<file path="config.mk">
export PLATFORM = sky130hd
export DESIGN_NAME = shop_checkout
export DESIGN_NICKNAME = d
export VERILOG_FILES = /design/src/rtl/shop_pkg.sv /design/src/rtl/edge_rise.sv /design/src/rtl/shop_checkout.sv
export SDC_FILE = /design/constraint.sdc
export NUM_CORES = 1
export LEC_CHECK = 0
export BUFFER_PORTS_ARGS = -buffer_cell sky130_fd_sc_hd__buf_2
export CAP_MARGIN = 15
export CORE_ASPECT_RATIO = 0.5
export CORE_MARGIN = 1.5
export CORE_UTILIZATION = 45
export DETAILED_ROUTE_END_ITERATION = 12
export GPL_ROUTABILITY_DRIVEN = 1
export HOLD_SLACK_MARGIN = 0.05
export RECOVER_POWER = 100
export SLEW_MARGIN = 20
export SYNTH_ARGS = -nofsm -noshare
export SYNTH_HDL_FRONTEND = slang
export SYNTH_SLANG_ARGS = --single-unit
export TNS_END_PERCENT = 30
</file>
<file path="constraint.sdc">
create_clock -name clk -period 4.8 [get_ports clk]
set_clock_uncertainty 0.05 [all_clocks]
set_input_delay 0 -clock clk [delete_from_list [all_inputs] [get_ports clk]]
set_output_delay 0 -clock clk [all_outputs]
set_load 0.02 [all_outputs]
</file>
<file path="src/rtl/shop_pkg.sv">
`default_nettype none
// ============================================================================
// Module      : shop_pkg
// Description : Shared state encoding, default widths and saturating adder
//               for the shop checkout block.
// Revision    : 1.0 - initial release
// ============================================================================
package shop_pkg;

  localparam int DEF_W_WIDTH   = 4;
  localparam int DEF_P_WIDTH   = 4;
  localparam int DEF_SUB_WIDTH = 12;
  localparam int DEF_SUM_WIDTH = 16;
  localparam int DEF_CNT_WIDTH = 8;

  // Checkout state encoding (also visible on the state output).
  typedef enum logic [1:0] {
    ST_IDLE = 2'd0,
    ST_OPEN = 2'd1,
    ST_DONE = 2'd2
  } state_t;

  // Saturating unsigned add clamped to a field of 'width' bits (width <= 32).
  // Bit 32 of the result flags that the clamp was applied.
  function automatic logic [32:0] sat_add(input logic [31:0] a,
                                          input logic [31:0] b,
                                          input int unsigned width);
    logic [32:0] full;
    logic [32:0] lim;
    full = {1'b0, a} + {1'b0, b};
    lim  = (33'd1 << width) - 33'd1;
    if (full > lim) begin
      sat_add = {1'b1, lim[31:0]};
    end else begin
      sat_add = {1'b0, full[31:0]};
    end
  endfunction

endpackage
`default_nettype wire

</file>
<file path="src/rtl/edge_rise.sv">
`default_nettype none
// ============================================================================
// Module      : edge_rise
// Description : One-cycle rising-edge detector for a level input. After reset
//               the input must be seen low once before a rise is reported, so
//               a level held high across reset release never fires.
// Revision    : 1.0 - initial release
// ============================================================================
module edge_rise (
  input  logic clk,
  input  logic reset,
  input  logic d,
  output logic pulse
);

  logic prev;
  logic armed;

  // Track the previous level and whether a low level has been seen since reset.
  always_ff @(posedge clk) begin
    if (reset) begin
      prev  <= 1'b0;
      armed <= 1'b0;
    end else begin
      prev  <= d;
      armed <= armed | ~d;
    end
  end

  assign pulse = d & ~prev & armed;

endmodule
`default_nettype wire

</file>
<file path="src/rtl/shop_checkout.sv">
`default_nettype none
// ============================================================================
// Module      : shop_checkout
// Description : Checkout register: per-item pricing, running transaction
//               subtotal with single-level undo, grand total and counters,
//               all saturating with a sticky overflow flag.
//               The "void" request port is named void_item because "void" is
//               a reserved word in SystemVerilog.
// Revision    : 1.0 - initial release
// ============================================================================
module shop_checkout
  import shop_pkg::*;
#(
  parameter int W_WIDTH   = DEF_W_WIDTH,
  parameter int P_WIDTH   = DEF_P_WIDTH,
  parameter int SUB_WIDTH = DEF_SUB_WIDTH,
  parameter int SUM_WIDTH = DEF_SUM_WIDTH,
  parameter int CNT_WIDTH = DEF_CNT_WIDTH
) (
  input  logic                       clk,
  input  logic                       reset,
  input  logic [W_WIDTH-1:0]         weight,
  input  logic [P_WIDTH-1:0]         per,
  input  logic                       add,
  input  logic                       void_item,
  input  logic                       checkout,
  input  logic                       clear,
  output logic [W_WIDTH+P_WIDTH-1:0] price,
  output logic [SUB_WIDTH-1:0]       subtotal,
  output logic [CNT_WIDTH-1:0]       items,
  output logic [CNT_WIDTH-1:0]       times,
  output logic [SUM_WIDTH-1:0]       sum,
  output logic [1:0]                 state,
  output logic                       ovf
);

  localparam int PR_WIDTH = W_WIDTH + P_WIDTH;
  localparam logic [CNT_WIDTH-1:0] CNT_ONE = {{(CNT_WIDTH-1){1'b0}}, 1'b1};

  state_t st;
  state_t st_nxt;

  logic                add_p;
  logic                void_p;
  logic                chk_p;
  logic                ev_clr;
  logic                ev_chk;
  logic                ev_void;
  logic                ev_add;
  logic                do_close;
  logic                do_undo;
  logic                do_add;
  logic                void_ok;
  logic [PR_WIDTH-1:0] last;
  logic [PR_WIDTH-1:0] prod;

  logic [SUB_WIDTH-1:0] sub_base;
  logic [CNT_WIDTH-1:0] items_base;
  logic [32:0]          sub_sum_r;
  logic [32:0]          items_inc_r;
  logic [32:0]          times_inc_r;
  logic [32:0]          sum_add_r;
  logic [31:0]          sub32;
  logic [31:0]          last32;
  logic [31:0]          sub_diff;
  logic                 unused_hi;

  // Edge detectors for the three level-sensitive requests.
  edge_rise u_add_edge (
    .clk   (clk),
    .reset (reset),
    .d     (add),
    .pulse (add_p)
  );

  edge_rise u_void_edge (
    .clk   (clk),
    .reset (reset),
    .d     (void_item),
    .pulse (void_p)
  );

  edge_rise u_chk_edge (
    .clk   (clk),
    .reset (reset),
    .d     (checkout),
    .pulse (chk_p)
  );

  // Full-width item price from the inputs of the current cycle.
  assign prod = {{P_WIDTH{1'b0}}, weight} * {{W_WIDTH{1'b0}}, per};

  // Priority: clear > checkout > void > add. Any higher-priority edge present
  // in a cycle swallows the lower ones, even when it is itself not applicable.
  assign ev_clr  = clear;
  assign ev_chk  = ~clear & chk_p;
  assign ev_void = ~clear & ~chk_p & void_p;
  assign ev_add  = ~clear & ~chk_p & ~void_p & add_p;

  // A new transaction starts from zero; an open one accumulates.
  assign sub_base   = (st == ST_OPEN) ? subtotal : '0;
  assign items_base = (st == ST_OPEN) ? items    : '0;

  assign sub_sum_r   = sat_add(32'(sub_base),   32'(prod),     SUB_WIDTH);
  assign items_inc_r = sat_add(32'(items_base), 32'd1,         CNT_WIDTH);
  assign times_inc_r = sat_add(32'(times),      32'd1,         CNT_WIDTH);
  assign sum_add_r   = sat_add(32'(sum),        32'(subtotal), SUM_WIDTH);

  // Undo subtracts the exact last price and floors at zero (it may have been
  // clipped by a saturated add).
  assign sub32    = 32'(subtotal);
  assign last32   = 32'(last);
  assign sub_diff = (sub32 >= last32) ? (sub32 - last32) : 32'd0;

  // Upper bits of the 32-bit helper results are always zero here.
  assign unused_hi = ^{sub_sum_r[31:SUB_WIDTH], items_inc_r[31:CNT_WIDTH],
                       times_inc_r[31:CNT_WIDTH], sum_add_r[31:SUM_WIDTH],
                       sub_diff[31:SUB_WIDTH]};

  // State register.
  always_ff @(posedge clk) begin
    if (reset) begin
      st <= ST_IDLE;
    end else begin
      st <= st_nxt;
    end
  end

  // Next-state logic.
  always_comb begin
    st_nxt = st;
    if (ev_clr) begin
      st_nxt = ST_IDLE;
    end else if (do_close) begin
      st_nxt = ST_DONE;
    end else if (do_undo) begin
      if (items == CNT_ONE) begin
        st_nxt = ST_IDLE;
      end
    end else if (do_add) begin
      st_nxt = ST_OPEN;
    end
  end

  // Output decode: state code and the datapath actions allowed in this state.
  always_comb begin
    state    = st;
    do_close = ev_chk & (st == ST_OPEN);
    do_undo  = ev_void & (st == ST_OPEN) & void_ok;
    do_add   = ev_add;
  end

  // Datapath registers: price pipeline, transaction and grand totals.
  always_ff @(posedge clk) begin
    if (reset) begin
      price    <= '0;
      subtotal <= '0;
      items    <= '0;
      times    <= '0;
      sum      <= '0;
      ovf      <= 1'b0;
      last     <= '0;
      void_ok  <= 1'b0;
    end else begin
      price <= prod;
      if (ev_clr) begin
        subtotal <= '0;
        items    <= '0;
        times    <= '0;
        sum      <= '0;
        ovf      <= 1'b0;
        void_ok  <= 1'b0;
      end else if (do_close) begin
        sum   <= sum_add_r[SUM_WIDTH-1:0];
        times <= times_inc_r[CNT_WIDTH-1:0];
        ovf   <= ovf | sum_add_r[32] | times_inc_r[32];
      end else if (do_undo) begin
        subtotal <= sub_diff[SUB_WIDTH-1:0];
        items    <= items - CNT_ONE;
        void_ok  <= 1'b0;
      end else if (do_add) begin
        subtotal <= sub_sum_r[SUB_WIDTH-1:0];
        items    <= items_inc_r[CNT_WIDTH-1:0];
        last     <= prod;
        void_ok  <= 1'b1;
        ovf      <= ovf | sub_sum_r[32] | items_inc_r[32];
      end
    end
  end

endmodule
`default_nettype wire

</file>
* Word level (Yosys, flattened, before mapping)
Cells that the tools add are included.
** Cells by class
- $add $sub $neg :: 6
- $mul :: 1
- Order comparisons :: 5
- Eq/ne operators :: 5
- Muxes and demuxes :: 20
- Bitwise operators :: 32
- Reduce and logical (&&, ||, !) cells :: 10
** Operators with widths (number)
- 33-bit 2-to-1 mux :: 4
- 12-bit 2-to-1 mux :: 4
- 8-bit 2-to-1 mux :: 3
- 8-bit by 1-bit adder with 9-bit output, second input constant :: 2
- 9-bit by 8-bit greater-than comparator with 1-bit output, second input constant :: 2
- 16-bit by 12-bit adder with 17-bit output :: 1
- 17-bit by 16-bit greater-than comparator with 1-bit output, second input constant :: 1
- 1-bit bitwise AND :: 14
- 12-bit by 8-bit adder with 13-bit output :: 1
- 13-bit by 12-bit greater-than comparator with 1-bit output, second input constant :: 1
- 12-bit by 8-bit >= comparator with 1-bit output :: 1
- 12-bit by 8-bit subtractor with 12-bit output :: 1
- 1-bit NOT :: 11
- 8-bit by 1-bit == test with 1-bit output, second input constant :: 1
- 4-bit by 4-bit multiplier with 8-bit output :: 1
- 2-bit 2-to-1 mux :: 4
- 2-bit AND reduction :: 4
- 8-bit by 1-bit subtractor with 8-bit output, second input constant :: 1
- 1-bit bitwise OR :: 7
- 1-bit 2-to-1 mux :: 5
- 4-bit AND reduction :: 1
- 2-bit nonzero test :: 2
- 3-bit by 2-bit != test with 1-bit output, second input constant :: 1
- 3-bit nonzero test :: 1
- 5 further kinds :: 5
** Word-level totals
- Flip-flop bits (word level) :: 70
- Bits of input ports :: 14
- Output and inout port bits :: 55
- Logic and storage cells :: 95

* Longest topological paths before layout
Gate-level depths: netlist of the first run.
- Word-level depth :: 10
- Depth in mapped cells :: 17
- Gate-level depth less buffers :: 17

* Modules after synthesis
A second synthesis of the first run with hierarchy kept.
** Second synthesis, totals
- Cell total of the unflattened synthesis :: 622
- Area, all modules :: 4972.3 sq um
** By module, submodules not included
- shop_checkout :: instances 1, cells an instance 601, area each 4784.6 sq um, seq. area each 1281.2 sq um
- edge_rise :: instances 3, cells an instance 7, area each 62.6 sq um, seq. area each 40.0 sq um

* Least setup slack after synthesis of the first run
No wires, ideal clock.
- Kind :: input -> register
- From :: in weight[0]
- To :: reg subtotal[11]
- Library setup time :: 0.119 ns
- Arrival time :: 3.518 ns
- Required time :: 4.631 ns
- Path slack :: 1.113 ns
- Stages on the path :: 16
- Buffers on the path :: 0
- Path through :: nand2_1 fa_1 inv_1 fa_1 ha_1 a21o_1 a21oi_1 o21bai_1 a21oi_1 xnor2_1 ha_1 and3_1 a211oi_1 nor2_1 a221o_1 o221a_1
** On the way
- Longest elaborated chain between the ends :: 6
** Ends and longest elaborated chain
- start, declared :: RTL line shop_checkout.sv:22 : input logic [W_WIDTH-1:0] weight,
- 4-bit by 4-bit multiplier with 8-bit output * :: RTL line shop_checkout.sv:91 : assign prod = {{P_WIDTH{1'b0}}, weight} * {{W_WIDTH{1'b0}}, per};
- net prod[7] :: RTL line shop_checkout.sv:55 : logic [PR_WIDTH-1:0] prod;
- 12-bit by 8-bit adder with 13-bit output * :: RTL line shop_pkg.sv:30 : full = {1'b0, a} + {1'b0, b};
- 13-bit by 12-bit greater-than comparator with 1-bit output :: RTL line shop_pkg.sv:32 : if (full > lim) begin
- 33-bit 2-to-1 mux * :: RTL line shop_pkg.sv:32
- 12-bit 2-to-1 mux * :: RTL line shop_checkout.sv:181 : end else if (do_add) begin
- 12-bit 2-to-1 mux * :: RTL line shop_checkout.sv:177 : end else if (do_undo) begin
- end signal, assigned :: RTL line shop_checkout.sv:178 : subtotal <= sub_diff[SUB_WIDTH-1:0];
- end signal, assigned :: RTL line shop_checkout.sv:182 : subtotal <= sub_sum_r[SUB_WIDTH-1:0];
- end, declared :: RTL line shop_checkout.sv:29 : output logic [SUB_WIDTH-1:0] subtotal,
The timed path passes the listed nets; every way through them passes the cells marked *. The select of a mux whose other input is x is not followed.
A chain may end at the register's enable or synchronous reset.

* Worst setup path after layout of the first run
- From :: in weight[0]
- To :: reg ovf
** On the way
- Longest elaborated chain between the ends :: 9
** Ends and longest elaborated chain
- 4-bit by 4-bit multiplier with 8-bit output :: RTL line shop_checkout.sv:91
- net prod[7] :: RTL line shop_checkout.sv:55
- 12-bit by 8-bit adder with 13-bit output :: RTL line shop_pkg.sv:30
- 13-bit by 12-bit greater-than comparator with 1-bit output :: RTL line shop_pkg.sv:32
- 33-bit 2-to-1 mux :: RTL line shop_pkg.sv:32
- 1-bit bitwise OR (2 in series) :: RTL line shop_checkout.sv:186 : ovf <= ovf | sub_sum_r[32] | items_inc_r[32];
- 1-bit 2-to-1 mux :: RTL line shop_checkout.sv:181
- 1-bit 2-to-1 mux :: RTL line shop_checkout.sv:177
- 1-bit 2-to-1 mux :: RTL line shop_checkout.sv:173 : end else if (do_close) begin
- end signal, assigned :: RTL line shop_checkout.sv:176 : ovf <= ovf | sum_add_r[32] | times_inc_r[32];
- end signal, assigned :: RTL line shop_checkout.sv:186
- end, declared :: RTL line shop_checkout.sv:34 : output logic ovf
The timed path passes the listed nets, and every way through them passes these cells. The select of a mux whose other input is x is not followed.

==> impl_metrics.ini, run 1 <==
[run_status]
violations = max-capacitance violations, max-slew violations
status = finished, violations left

[clocking]
htree_levels = 3
numCtsBuffers = 9
clkTransAtPathRegs_ns = 0.06
clock_latency_ns = 0.34
cts_tree = done
cts.path.max_buffers = 2
ctsResizeCount = 0
cts-root-buf = clkbuf_16
cts_sinks = 70

[cells_and_area]
antenna-diode-count = 0
fin_nets = 766
drive_above_1_share = 0.05114
area_growth_pct = 14.79

[power]
power_mw = 1.556
clkPwrFrac = 0.464
max-vdd-ir-drop_mv = 0.1832
p_sw_uw = 414.0
seqPwrFrac = 0.388
combPwrFrac = 0.148
switching_share = 0.2662
cellInternalPower_mw = 1.142
leakage_nw = 2.254
powerDensity_nw_per_um2 = 271.6

[setup_path]
required_ns = 4.90
arrival_ns = 4.03
max_stage_delay_ns = 0.54
critPathLaunchType = input port
crit_type = input port to register
slowest_stage = fa_1
worstPathMaxFanout = 10
cp-end-kind = register
crit_chain = clkbuf_1, nand2_1, fa_1, inv_1, fa_1, ha_1, a21o_1, a21oi_1, o21bai_1, a21oi_1, xnor2_1, ha_1, nor3_1, nand4_1, nand3_1, o311ai_0, a211oi_1, nor3_1

[min_path]
hold_class = input port to register

[logic_synthesis]
seq_area_frac_synth = 0.2808
syn_area_um2 = 4990
synth.area.top_cells = dfxtp_1 (28%), ha_1 (12%), a21oi_1 (7.0%), nand2_1 (4.4%), nor2_1 (4.2%)
ys_warn_count = 0
yosys_most_used_dff = dfxtp_1
synth-seq-cells = 70
yosysTopAreaCell = dfxtp_1
synth_common_cells = a21oi_1 (70), dfxtp_1 (70), nand2_1 (58), nor2_1 (56), ha_1 (46)
synth.distinct_cells = 60
synth_nets = 703
synth_top_area_frac = 0.2808
synth_edf_count = 0
async_reset_ff_frac = 0
synth_cells = 636
avgSynthCellArea_um2 = 7.846

[floorplan]
dieArea_um2 = 11770
start_util = 0.4749
io_pins = 69
fp.dieW_um = 151.9
die_h_um = 77.46
num_rows = 26
core-area_um2 = 10510

[timing]
period_minus_slack_ns = 3.936
tightest_slew_ns = 1.538
finalSetupViolations = 0
hold_viol = 0
tns_ns = 0
slew_headroom = -0.02561
rsz0062_at_grt = false
fin_crit_sh = 0.8200
slew_viol_final = 24
worst_slack_ns = 0.8640
max_freq_ghz = 0.2541

[placement]
dp_hpwl_um = 9917
io_buffers = 68
pre_cts_slack_ns = 0.6494
gp_congestion = 0.8816

[route]
wl_um = 13540
antenna_left = 0
dr.pass1.iters = 5
wl_per_cell_um = 16.04
drt_iter0_markers = 310
viasPerCell = 5.658
num_vias = 4775
drc = 0

[grt]
grt-ovfl-total = 0
grt_max_degree = 26
antenna_found_initial = 0
first_global_vias = 4474
grt_first_pass_wirelength_um = 22880
grt_use_total = 0.2381

[flow_run]
maxCapViolations = 1
## per-layer routing
metal | track usage | vias to the layer above | part of all wire
met4 | 0.06602 | 0 | 0.012
met2 | 0.3624 | 155 | 0.41
met3 | 0.04693 | 20 | 0.061
li1 | - | 2406 | -
met5 | 0 | - | 0
met1 | 0.3412 | 2194 | 0.52
## critical path, delay by kind of cell
family          cells  cell delay, ns
fa+ha+maj           4            1.66
compound gates      6            1.11
simple gates        5            0.93
buf+inv             2            0.17
xor+xnor            1            0.16
## through the flow
stage	util	cells	instance area (um2)	hold slack [ns]
2_1_floorplan	-	636	4990	0.02161
3_3_place_gp	0.5174	822	5436	0.1563
3_5_place_dp	0.5174	822	5436	0.1561
4_1_cts	0.5531	844	5812	0.07767
5_1_grt	0.5451	844	5728	0.1233
6_report	0.5451	844	5728	0.08757
## logic make-up after synthesis
family                     count (synthesis)  synth area share
adders and majority gates                 53            0.1434
xor gates and xnor gates                  31           0.05441
and+or+nand+nor                          232            0.2360
buffers and inverters                     62           0.04839
DFF                                       70            0.2808
AOI/OAI and AO/OA                        186            0.2327
muxes                                      2          0.004263
## registers in the layout, indices dropped and copies added, names as in the netlist
register / count
u_chk_edge.armed: 1
state: 2
u_void_edge.prev: 1
items: 8
ovf: 1
last: 8
u_chk_edge.prev: 1
void_ok: 1
u_add_edge.prev: 1
u_void_edge.armed: 1
times: 8
u_add_edge.armed: 1
price: 8
subtotal: 12
sum: 16
## repair_timing
item | CTS | global route
hold buffers | 6 | 0
buffers inserted | 0 | 0
setup endpoints to repair | 0 | 0
endpoints found under the hold margin | 14 | 0
## area by class of cell
type,instances,area [um2]
clock inverter,5,82.58
tap,140,175.2
timing repair buffer,80,361.6
fill,1045,4780
multi-input combinational,504,3347
clock buffer,11,232.7
sequential,70,1401
inverter,34,127.6
## final timing paths
path | from | end | slack (ns) | cells after the start
max reg2reg | state[0] | times[2] | 0.92 | 10
max | weight[0] | ovf | 0.86 | 18
min | weight[0] | last[0] | 0.09 | 4
min reg2reg | u_chk_edge.armed | u_chk_edge.armed | 0.40 | 2
## power groups by stage
stage | sequential, mW | combinational, mW | clock [mW]
after global routing | 0.604 | 0.258 | 0.765
after global placement | 0.616 | 0.226 | 0
final | 0.603 | 0.230 | 0.722
after floorplan | 0.626 | 0.155 | 0
after CTS | 0.603 | 0.232 | 0.732
after detailed placement | 0.615 | 0.224 | 0
## cell usage in the layout, fill, tap and decap left out, types with 6 or more instances in the layout
| cell | Yosys | final |
|---|---|---|
| o21a_1 | 6 | 6 |
| a21oi_1 | 70 | 70 |
| xor2_1 | 15 | 15 |
| and2_1 | 18 | 17 |
| a211oi_1 | 16 | 16 |
| a31oi_1 | 9 | 9 |
| xnor2_1 | 16 | 16 |
| dfxtp_1 | 70 | 70 |
| clkbuf_1 | 26 | 63 |
| dlygate4sd3_1 | 0 | 6 |
| nand3_1 | 21 | 21 |
| inv_1 | 34 | 34 |
| nand2_1 | 58 | 58 |
| nor2b_1 | 15 | 15 |
| nand2b_1 | 10 | 10 |
| buf_2 | 1 | 10 |
| fa_1 | 7 | 7 |
| a311oi_1 | 8 | 8 |
| nor2_1 | 56 | 56 |
| ha_1 | 46 | 46 |
| clkbuf_16 | 0 | 9 |
| o21ai_0 | 42 | 42 |
| nor3_1 | 16 | 16 |
Power figures use the tool's default switching activity.
==> inputs of run 2 (changes only) <==
==> constraint.sdc (replaced) <==
create_clock -name clk -period 3.65 [get_ports clk]
set_clock_uncertainty 0.05 [all_clocks]
set_input_delay 0 -clock clk [delete_from_list [all_inputs] [get_ports clk]]
set_output_delay 0 -clock clk [all_outputs]
set_load 0.02 [all_outputs]
==> run 2 against run 1 <==
The run now ends clean. Final area up 4.7%. Register-to-register slack lost 0.63 ns. Non-clock buffer count up 29. Clock-buffer cell count unchanged. Largest cell class unchanged. Hold slack better by 0.021 ns. Die area stayed put. Critical path type unchanged. Cell count rose by 3.4%.
==> impl_metrics.ini, run 2 (synthesis gave the netlist of run 1 again) <==
[route]
dr.pass1.iters = 5
drc = 0
wl_um = 13560
wl_per_cell_um = 15.53
drt_iter0_markers = 402
antenna_left = 0
viasPerCell = 5.523
num_vias = 4822

[cells_and_area]
largest_register_ffs = 16
fin_util = 0.5709
top_register = sum
final_cell_area_um2 = 5998
fin_nets = 795
final_cell_mix = dfxtp_1 (70), a21oi_1 (67), clkbuf_1 (65)
antenna-diode-count = 0
final_common_cell = dfxtp_1
drive_above_1_share = 0.1010
area_growth_pct = 20.21
n_fill_cell = 1030
biggestRegsByFlops = sum: 16 flops, subtotal: 12 flops

[timing]
slew_viol_final = 0
fin_crit_sh = 0.9288
finalSetupViolations = 0
hold_viol = 0
slew_headroom = 0.3171
worst_slack_ns = 0.2599
rsz0062_at_grt = false
max_freq_ghz = 0.2950
tightest_slew_ns = 1.024
period_minus_slack_ns = 3.390
hold_slack_ns = 0.1086

[flow_run]
maxCapViolations = 0

[grt]
antenna_found_initial = 0
grt_use_total = 0.2377
met1_usage = 0.3341
grt_first_pass_wirelength_um = 22790
use_met3 = 0.04860
top_usage_layer = met2
grt-ovfl-total = 0
first_global_vias = 4570
met2_usage = 0.3674
grt_max_degree = 26

[clocking]
cts-root-buf = clkbuf_16
post_cts.repair.setup_buffers = 0
numCtsBuffers = 9
clock_latency_ns = 0.34
cts.path.max_buffers = 2
cts_tree = done
htree_levels = 3
clkTransAtPathRegs_ns = 0.06
cts_sinks = 70

[setup_path]
worstRegToRegCells = 10
cp-end-kind = register
required_ns = 3.88
worstPathMaxFanout = 5
arrival_ns = 3.62
r2r_slack_ns = 0.29
r2r-end = sum[2]
crit_type = input port to register
r2r_start = subtotal[0]
critPathLaunchType = input port

[floorplan]
dieArea_um2 = 11770
num_rows = 26
start_util = 0.4749
io_pins = 69
core-area_um2 = 10510
fp.dieW_um = 151.9
die_h_um = 77.46

[min_path]
holdPathStages = 4
min-delay-start = per[0]
hold-path-endpoint = last[0]
hold_class = input port to register

[run_status]
status = finished, final reports clean

[power]
p_sw_uw = 562.4
combPwrFrac = 0.167
powerDensity_nw_per_um2 = 353.0
seqPwrFrac = 0.375
max-vdd-ir-drop_mv = 0.2315
switching_share = 0.2656
cellInternalPower_mw = 1.555
clkPwrFrac = 0.458
leakage_nw = 2.397

[placement]
io_buffers = 68
dp_hpwl_um = 10070
gp_congestion = 0.8765
placed_area_um2 = 5659
pre_cts_slack_ns = -0.1722
run 2: what timing repair did:
action / 4_1_cts / 5_1_grt
setup endpoints to repair: 0 / 12
resized for setup: 0 / 15
endpoints found under the hold margin: 12 / 0
hold buffers: 6 / 0
run 2: worst max path at each step:
| stage | startpoint | endpoint | slack [ns] | cells past startpoint |
|---|---|---|---|---|
| floorplan | weight[0] | ovf | 0.01 | 17 |
| global placement | weight[0] | subtotal[11] | -0.15 | 18 |
| detailed placement | weight[0] | subtotal[11] | -0.17 | 18 |
| CTS | weight[0] | subtotal[11] | 0.16 | 18 |
| global route | weight[0] | subtotal[11] | 0.0003 | 18 |
| finish | weight[0] | subtotal[11] | 0.26 | 18 |
run 2: power by group through the flow:
| stage | clock network, mW | registers (mW) | logic (mW) |
|---|---|---|---|
| floorplan | 0 | 0.823 | 0.203 |
| global placement | 0 | 0.809 | 0.350 |
| detailed placement | 0 | 0.809 | 0.348 |
| CTS | 0.986 | 0.793 | 0.358 |
| global route | 1.02 | 0.795 | 0.394 |
| finish | 0.971 | 0.794 | 0.353 |
run 2: cell type report:
cell class | instances | area [um2] | area share
clock inverter | 5 | 81.33 | 0.01356
inverter | 34 | 127.6 | 0.02128
timing repair buffer | 109 | 560.5 | 0.09345
clock buffer | 11 | 242.7 | 0.04047
sequential | 70 | 1401 | 0.2336
multi-input combinational | 504 | 3410 | 0.5684
tap | 140 | 175.2 | 0.02920
run 2: stage by stage:
| step | instances | power (mW) | TNS [ns] |
|---|---|---|---|
| 3_3_place_gp | 851 | 1.159 | -0.6248 |
| 2_1_floorplan | 636 | 1.027 | 0 |
| 4_1_cts | 873 | 2.137 | 0 |
| 5_1_grt | 873 | 2.209 | 0 |
| 3_5_place_dp | 851 | 1.157 | -1.324 |
| 6_report | 873 | 2.117 | 0 |
run 2: layer usage:
layer	share of wire	vias to the layer above
met5	0	-
met4	0.011	0
met3	0.064	13
met2	0.43	129
met1	0.50	2237
li1	-	2443
run 2: worst max-delay path: stages:
cell and delay (ns):
buf_2 0.09, nand2_1 0.07, fa_1 0.53, inv_1 0.05, fa_1 0.46, ha_1 0.31, a21o_1 0.17, a21oi_2 0.16
o21bai_1 0.09, a21oi_2 0.17, xnor2_2 0.10, ha_4 0.29, nand3_1 0.11, nor3_4 0.27, a211oi_4 0.07, or3_4 0.36
a21oi_2 0.14, o221a_1 0.18
==> inputs of run 3 (changes only) <==
--- a/config.mk
+++ b/config.mk
@@ -8,7 +8,7 @@
 export BUFFER_PORTS_ARGS = -buffer_cell sky130_fd_sc_hd__buf_2
 export CAP_MARGIN = 15
 export CORE_ASPECT_RATIO = 0.5
-export CORE_MARGIN = 1.5
+export CORE_MARGIN = 2
 export CORE_UTILIZATION = 45
 export DETAILED_ROUTE_END_ITERATION = 12
 export GPL_ROUTABILITY_DRIVEN = 1
==> run 3 against run 2 <==
Power rose by 4.2%. Die area rose by 2.0%. Flip-flop and latch count did not move. Critical path depth fell by 1. Register-to-register slack improved by 0.25 ns. Final area rose by 0.58%. Non-clock buffer count did not move. Clock-buffer cell count fell by 2. Critical endpoint unchanged. Largest cell class unchanged.
==> impl_metrics.ini, run 3 (synthesis gave the netlist of run 1 again) <==
[run_status]
status = finished, final reports clean

[route]
dr.pass1.iters = 5
drc = 0
viasPerCell = 5.603
wl_um = 13990
drt_iter0_markers = 320
wl_per_cell_um = 15.93
antenna_left = 0
num_vias = 4919

[timing]
hold_slack_ns = 0.08777
tns_ns = 0
slew_headroom = 0.2602
rsz0062_at_grt = true
max_freq_ghz = 0.2872
hold_viol = 0
period_minus_slack_ns = 3.482
finalSetupViolations = 0
slew_viol_final = 0
tightest_slew_ns = 1.110
fin_crit_sh = 0.9539
worst_slack_ns = 0.1682

[setup_path]
crit_type = input port to register
arrival_ns = 3.66
worstPathMaxFanout = 5
cp-end-kind = register
critPathLaunchType = input port
required_ns = 3.83

[floorplan]
io_pins = 69
start_util = 0.4573
dieArea_um2 = 12000
core-area_um2 = 10910
num_rows = 27
fp.dieW_um = 152.9
die_h_um = 78.46

[grt]
met1_usage = 0.3291
grt-ovfl-total = 0
first_global_vias = 4494
grt_first_pass_wirelength_um = 22660
grt_max_degree = 26
use_met3 = 0.05577
met2_usage = 0.3547
grt_use_total = 0.2321
antenna_found_initial = 0
top_usage_layer = met2

[cells_and_area]
final_cell_area_um2 = 6033
biggestRegsByFlops = sum: 16 flops, subtotal: 12 flops
fin_util = 0.5529
final_cells = 878
final_common_cell = dfxtp_1
final_cell_mix = dfxtp_1 (70), a21oi_1 (67), clkbuf_1 (59)
n_fill_cell = 1077
fin_nets = 795
area_growth_pct = 20.91
drive_above_1_share = 0.1146
top_register = sum
largest_register_ffs = 16
antenna-diode-count = 0

[clocking]
clock_latency_ns = 0.34
cts_sinks = 70
clkTransAtPathRegs_ns = 0.06
cts_tree = done
cts-root-buf = clkbuf_16
htree_levels = 3
numCtsBuffers = 9
cts.path.max_buffers = 2

[power]
powerDensity_nw_per_um2 = 365.7
max-vdd-ir-drop_mv = 0.1757
leakage_nw = 2.404
power_mw = 2.206

[placement]
placed_area_um2 = 5650
io_buffers = 68
gp_congestion = 0.9732
place_inst = 854
dp_hpwl_um = 10100
pre_cts_slack_ns = -0.2151

[min_path]
hold_class = input port to register

[flow_run]
maxCapViolations = 0
## run 3: changes by cell type in the layout (fill, tap and decap cells not counted), moves of 2 or more
cell	change
and2_0	-2
clkbuf_1	-6
and2_1	+2
buf_4	+8
## run 3: critical path, stage by stage
cell and delay, ns:
buf_2 0.10, nand2_1 0.07, fa_1 0.54, inv_1 0.05
fa_1 0.49, ha_1 0.31, a21o_1 0.17, a21oi_2 0.15
o21bai_1 0.07, a21oi_1 0.15, xnor2_1 0.18, ha_2 0.35
and3_1 0.18, a211oi_2 0.35, nor2_1 0.08, a221o_1 0.30
o221a_1 0.11
## run 3: path summary, 6_finish.rpt
path              cells after the start             start          endpoint  slack, ns
hold reg to reg                       2  u_chk_edge.armed  u_chk_edge.armed       0.40
hold / removal                        4            per[0]           last[0]       0.09
setup reg to reg                     11       subtotal[0]      subtotal[10]       0.54
setup / recovery                     17            per[3]      subtotal[11]       0.17
## run 3: layout make-up
type	count	area (um2)	area share
Clock buffer	9	225.2	0.03733
Timing Repair Buffer	109	579.3	0.09602
Clock inverter	7	120.1	0.01991
Sequential cell	70	1401	0.2323
Multi-Input combinational cell	504	3398	0.5633
Tap cell	145	181.4	0.03007
Inverter	34	127.6	0.02115
## run 3: what timing repair did
item	4_1_cts	5_1_grt
hold buffers	5	0
resized for setup	0	11
setup buffers	0	4
hold endpoints to repair	13	0
setup endpoints to repair	0	11
## run 3: layer usage
layer  up-vias  routed length [um]
met5         -                   0
met4         0                 161
met3        14                 823
met2       139                5812
met1      2301                7192
li1       2465                   -
## run 3: power breakdown
group          switching, mW  internal, mW  total [mW]
combinational          0.203         0.164       0.367
sequential            0.0108         0.783       0.794
clock                  0.375         0.670        1.05
total                  0.589          1.62        2.21
